`config.mk`:
```
export PLATFORM = sky130hd
export DESIGN_NAME = serial_adder_flat
export DESIGN_NICKNAME = d
export VERILOG_FILES = /design/src/rtl/serial_adder_pkg.sv /design/src/rtl/serial_adder_if.sv /design/src/rtl/full_adder.sv /design/src/rtl/serial_adder.sv /design/src/flat_wrapper.sv
export SDC_FILE = /design/constraint.sdc
export NUM_CORES = 1
export LEC_CHECK = 0
export CAP_MARGIN = 5
export CELL_PAD_IN_SITES_DETAIL_PLACEMENT = 1
export CELL_PAD_IN_SITES_GLOBAL_PLACEMENT = 2
export CORE_AREA = 3 3 77 79
export DETAILED_ROUTE_END_ITERATION = 10
export DIE_AREA = 0 0 80 82
export PLACE_DENSITY = 0.88
export SLEW_MARGIN = 20
export SYNTH_ARGS = -nofsm -noshare
export SYNTH_HDL_FRONTEND = slang
export SYNTH_HIERARCHICAL = 1
export SYNTH_SLANG_ARGS = --single-unit
```
`constraint.sdc`:
```
create_clock -name clk -period 2.1 [get_ports clk]
set_clock_uncertainty 0.2 [all_clocks]
set_input_delay 0.42 -clock clk [delete_from_list [all_inputs] [get_ports clk]]
set_output_delay 0.42 -clock clk [all_outputs]
set_load 0.03 [all_outputs]
```
`src/rtl/serial_adder_pkg.sv`:
```
// Shared types for the bit-serial adder: FSM state encoding.
package serial_adder_pkg;

    typedef enum logic [1:0] {
        IDLE  = 2'd0,
        SHIFT = 2'd1,
        DONE  = 2'd2
    } state_e;

endpackage

```
`src/rtl/serial_adder_if.sv`:
```
// Request/result bundle between a requester and serial_adder.
interface serial_adder_if #(parameter int WIDTH = 8) ();
    logic             start;
    logic [WIDTH-1:0] a;
    logic [WIDTH-1:0] b;
    logic             cin;
    logic             busy;
    logic             done;
    logic [WIDTH-1:0] sum;
    logic             cout;

    modport master (output start, a, b, cin, input busy, done, sum, cout);
    modport slave  (input start, a, b, cin, output busy, done, sum, cout);
endinterface

```
`src/rtl/full_adder.sv`:
```
// One-bit full adder cell used as the serial adder's bit slice.
module full_adder (
    input  logic a,
    input  logic b,
    input  logic c,
    output logic s,
    output logic cout
);
    assign s    = a ^ b ^ c;
    assign cout = (a & b) | (c & (a ^ b));
endmodule

```
`src/rtl/serial_adder.sv`:
```
// Bit-serial WIDTH-bit adder: one bit per clock, LSB first, carry held in a flop.
// Results appear on sum/cout only at completion, flagged by a one-cycle done.
module serial_adder
    import serial_adder_pkg::*;
#(
    parameter int WIDTH = 8
) (
    input  logic          clk,
    input  logic          rst_n,
    serial_adder_if.slave bus
);
    localparam int            CW   = $clog2(WIDTH);
    localparam logic [CW-1:0] LAST = CW'(WIDTH - 1);

    state_e           state_r;
    state_e           state_next_s;
    logic             load_s;
    logic             shift_s;
    logic             last_s;
    logic [WIDTH-1:0] a_sr;
    logic [WIDTH-1:0] b_sr;
    logic [WIDTH-1:0] acc_sr;
    logic [WIDTH-1:0] acc_next_s;
    logic             carry_r;
    logic [CW-1:0]    cnt_r;
    logic             fa_s;
    logic             fa_cout_s;
    logic             busy_r;
    logic             done_r;
    logic [WIDTH-1:0] sum_r;
    logic             cout_r;

    full_adder u_bit (
        .a    (a_sr[0]),
        .b    (b_sr[0]),
        .c    (carry_r),
        .s    (fa_s),
        .cout (fa_cout_s)
    );

    // New sum bits enter at the MSB so the LSB-first result ends up aligned.
    assign acc_next_s = {fa_s, acc_sr[WIDTH-1:1]};

    // State register.
    always_ff @(posedge clk or negedge rst_n) begin
        if (!rst_n) begin
            state_r <= IDLE;
        end else begin
            state_r <= state_next_s;
        end
    end

    // Next-state and datapath control decode.
    always_comb begin
        state_next_s = state_r;
        load_s       = 1'b0;
        shift_s      = 1'b0;
        last_s       = 1'b0;
        case (state_r)
            IDLE, DONE: begin
                if (bus.start) begin
                    load_s       = 1'b1;
                    state_next_s = SHIFT;
                end else begin
                    state_next_s = IDLE;
                end
            end
            SHIFT: begin
                shift_s = 1'b1;
                if (cnt_r == LAST) begin
                    last_s       = 1'b1;
                    state_next_s = DONE;
                end else begin
                    state_next_s = SHIFT;
                end
            end
            default: begin
                state_next_s = IDLE;
            end
        endcase
    end

    // Operand shifting, carry, bit counter and registered result outputs.
    always_ff @(posedge clk or negedge rst_n) begin
        if (!rst_n) begin
            a_sr    <= '0;
            b_sr    <= '0;
            acc_sr  <= '0;
            carry_r <= 1'b0;
            cnt_r   <= '0;
            busy_r  <= 1'b0;
            done_r  <= 1'b0;
            sum_r   <= '0;
            cout_r  <= 1'b0;
        end else begin
            busy_r <= (state_next_s == SHIFT);
            done_r <= last_s;
            if (load_s) begin
                a_sr    <= bus.a;
                b_sr    <= bus.b;
                carry_r <= bus.cin;
                cnt_r   <= '0;
            end else if (shift_s) begin
                a_sr    <= {1'b0, a_sr[WIDTH-1:1]};
                b_sr    <= {1'b0, b_sr[WIDTH-1:1]};
                acc_sr  <= acc_next_s;
                carry_r <= fa_cout_s;
                cnt_r   <= cnt_r + CW'(1);
                if (last_s) begin
                    sum_r  <= acc_next_s;
                    cout_r <= fa_cout_s;
                end
            end
        end
    end

    assign bus.busy = busy_r;
    assign bus.done = done_r;
    assign bus.sum  = sum_r;
    assign bus.cout = cout_r;

endmodule
```
`src/flat_wrapper.sv`:
```
// flat-port wrapper written by rule: the top's interface ports become plain ports
module serial_adder_flat import serial_adder_pkg::*;
#(
    parameter int WIDTH = 8
)
  (clk, rst_n, bus_start, bus_a, bus_b, bus_cin, bus_busy, bus_done, bus_sum, bus_cout);
  serial_adder_if #(.WIDTH(WIDTH)) bus_i ();
  input  logic clk;
  input  logic rst_n;
  input wire logic [$bits(bus_i.start)-1:0] bus_start;
  input wire logic [$bits(bus_i.a)-1:0] bus_a;
  input wire logic [$bits(bus_i.b)-1:0] bus_b;
  input wire logic [$bits(bus_i.cin)-1:0] bus_cin;
  output wire logic [$bits(bus_i.busy)-1:0] bus_busy;
  output wire logic [$bits(bus_i.done)-1:0] bus_done;
  output wire logic [$bits(bus_i.sum)-1:0] bus_sum;
  output wire logic [$bits(bus_i.cout)-1:0] bus_cout;
  assign bus_i.start = bus_start;
  assign bus_i.a = bus_a;
  assign bus_i.b = bus_b;
  assign bus_i.cin = bus_cin;
  assign bus_busy = bus_i.busy;
  assign bus_done = bus_i.done;
  assign bus_sum = bus_i.sum;
  assign bus_cout = bus_i.cout;
  serial_adder #(.WIDTH(WIDTH)) u_core (.clk(clk), .rst_n(rst_n), .bus(bus_i));
endmodule
```
==> metrics <==
ANT nets after route=0; layout cells sized above 1=around 20%; fraction of the mapped netlist area in simple logic gates=under 10%; CP Class=reg2out; I/O Buffers=30; worst r2r src=u_core/cnt_r[0]; area of the multi-input gates=between 800 and 900 µm²; DR WL met3=153 µm; Final period util=93.1%; final worst setup slack=144 ps; critical path endpoint category=primary output; wirelength, routed=between 3000 and 4000 µm; CP cell instances=clkdlybuf4s50_1; Die ar.=about 6600 µm²; Min Hold Slack=-10.9 ps; Highest Clock Rate=~510 MHz; P&R area growth vs syn=21.5%; Adder-Cell Fraction of Synth Area=2.30%; leakage power=between 0.001 and 0.0015 µW; DR top layer=met4; Total GRT Usage=between 10% and 20%; R2R cell count=4; total CTS buffers=5; vias=between 1000 and 1500; status=complete, but fails checks; clock latency on the worst-skew pair=~280 ps; wire per inst=about 15 µm; main combinational cell family by area after synthesis=multiplexers; vias in the first global route=around 1300; hpwl dp=around 2700 µm; Distinct cells, synth=19; CP bufs+invs=1; antenna cells=0; sequential share of the synthesized area=49.8%; fill count=between 500 and 600; Worst VDD drop=0.487 mV; postcts setup bufs=0; Sink Count=39; Die Ht=between 80 and 90 µm; # rows=27; crit path capture=bus_sum[4]; post-layout net count=approximately 190; number of synthesis warnings=6; mux cell area share after synthesis=~38%; Power Density=about 1400 nW/µm²; Via density=4.97; Final Core Density=~44%; crit-path leading delay family=buffers and inverters; gp weighted congestion=0.706; chip width=~80 µm; Crit. path cell count=1; GRT Residual Overflow=0; starting density of the core=36.2%; setup violators final=0; I/O pin count=31; Post-Place Cells=between 200 and 250; CTS clk-pin slew, worst paths=~60 ps; 1st-iter DRT viols=44; initial antenna violation count=0; failing checks=hold timing; worst hold path type=in2async; synthesized instance count=~130; Met2 Routed Length=between 1500 and 2000 µm; met1 wire length=1540 µm; drt drc=0; FF-to-FF setup slack=around 380 ps; CP max stage cell=clkdlybuf4s50_1; largest net degree at the start of global routing=32; Crit. Startpoint=u_core/bus.sum[4]; Setup WS pre-CTS=about 300 ps; Post-Synth XOR/XNOR Area=less than 1%; Max Slew Vio Count=0; First-pass DRT Iterations=4; arrival time at the worst endpoint=around 1300 ps; maxcap violations=0; Startpoint Class=register; Final Hold Viols=28; critical-path maximum fanout=2; Rel. slew slack=about 52%; Data required, critical path=1480 ps; core area=5410 µm²; Avg Cell Area, Syn=approximately 15 µm²; Resized Gates After CTS=0; max incr delay on CP=690 ps; number of synthesized register bits=39; Post-CTS Hold Fix Bufs=0; Compound-Gate Fraction of Synth Area=2.49%; fin cells=~240; Worst Tran Pin Value=a little over 700 ps; TritonCTS clock tree=done; cell area after synthesis=~2000 µm²; RSZ-0062 raised after global routing=no; CTS max path bufs=2; Reg-to-Reg End=u_core/bus.sum[3]; setup TNS=0 ps; Reg area=between 900 and 1000 µm²; Root Driver=clkbuf_8; CTS H-Tree Depth=2; Period minus WS final=1960 ps; global-route wire length before repair=approximately 6300 µm; Net Count, Synth=154
[logic make-up (layout without fill, tap and decap cells)]
kind of cell / Yosys count / in the layout
AOI/OAI and AO/OA: 7 / 7
and+or+nand+nor: 5 / 5
xor gates and xnor gates: 1 / 1
DFF: 39 / 39
muxes: 65 / 65
adders and majority gates: 3 / 3
buffers and inverters: 11 / 44
[report_power, final]
| group | internal (µW) | switching, µW |
|---|---|---|
| combinational | 860 | 663 |
| clock | 221 | 231 |
| sequential | 1100 | 274 |
| total | 2180 | 1170 |
[cell usage in the layout (no fill, tap or decap)]
| cell type | n |
|---|---|
| nand3_1 | 2 |
| clkdlybuf4s50_1 | 28 |
| inv_1 | 2 |
| buf_4 | 6 |
| buf_2 | 1 |
| clkbuf_8 | 5 |
| nand3b_4 | 1 |
| nand2b_2 | 1 |
| nor2_1 | 1 |
| ha_1 | 2 |
| mux2_1 | 1 |
| fa_1 | 1 |
| xnor2_1 | 1 |
| a22o_1 | 3 |
| buf_12 | 1 |
| clkbuf_1 | 1 |
| mux2i_1 | 47 |
| o21ai_0 | 2 |
| mux2_4 | 17 |
| dfrtp_1 | 39 |
| o22ai_1 | 2 |
[area by class of cell]
type / instances / share of cell area, %
inverter: 2 / 0.316
clock buffer: 6 / 3.05
tap: 72 / 3.79
sequential: 39 / 41.0
multi-input combinational: 81 / 37.1
timing repair buffer: 36 / 14.7
[worst reg2reg max path: stages, from the launching register on]
cell and delay [ps]:
dfrtp_1 420, ha_1 210, ha_1 230, nand3b_4 210, mux2_4 330
[per-stage QoR]
step	power, µW	hold slack, ps	cell area [µm²]
2_1_floorplan	2510	-75.6	1960
3_3_place_gp	2820	295	2310
3_5_place_dp	2940	297	2310
4_1_cts	3410	5.05	2380
5_1_grt	3590	43.0	2380
6_report	3350	-10.9	2380
[cells in the mapped netlist (all sizes together)]
library cell  instances  area [µm²]
nand3                 2        10.0
o22ai                 2        12.5
dfrtp                39         976
mux2                 18         267
buf                   9        92.6
nor2                  1        3.75
ha                    2        25.0
xnor2                 1        8.76
nand3b                1        20.0
o21ai                 2        10.0
nand2b                1        8.76
a22o                  3        26.3
fa                    1        20.0
inv                   2        7.51
mux2i                47         470
[registers in the layout (all words and copies together), names as in the netlist]
signal and cells:
u_core/cnt_r 3, u_core/a_sr 8, u_core/state_r 1, u_core/carry_r 1, u_core/bus.done 1, u_core/bus.cout 1, u_core/b_sr 8, u_core/bus.sum 8
u_core/bus.busy 1, u_core/acc_sr 7
[per-layer routing]
| metal | track usage, % | vias to the layer above |
|---|---|---|
| met5 | 0 | - |
| met4 | 3.55 | 0 |
| met3 | 3.29 | 7 |
| met2 | 22.9 | 32 |
| met1 | 13.7 | 597 |
| li1 | - | 536 |
[worst min path at each step]
stage                                    to  slack [ps]  cells after the start
after floorplan              u_core/a_sr[0]         -80                      0
after global placement    u_core/bus.sum[2]         290                      1
after detailed placement  u_core/bus.sum[3]         300                      1
after CTS                   u_core/cnt_r[0]           5                      1
after global routing         u_core/carry_r          40                      1
final                     u_core/state_r[0]         -10                      1
Note: power is estimated with default switching activity, not from simulation.
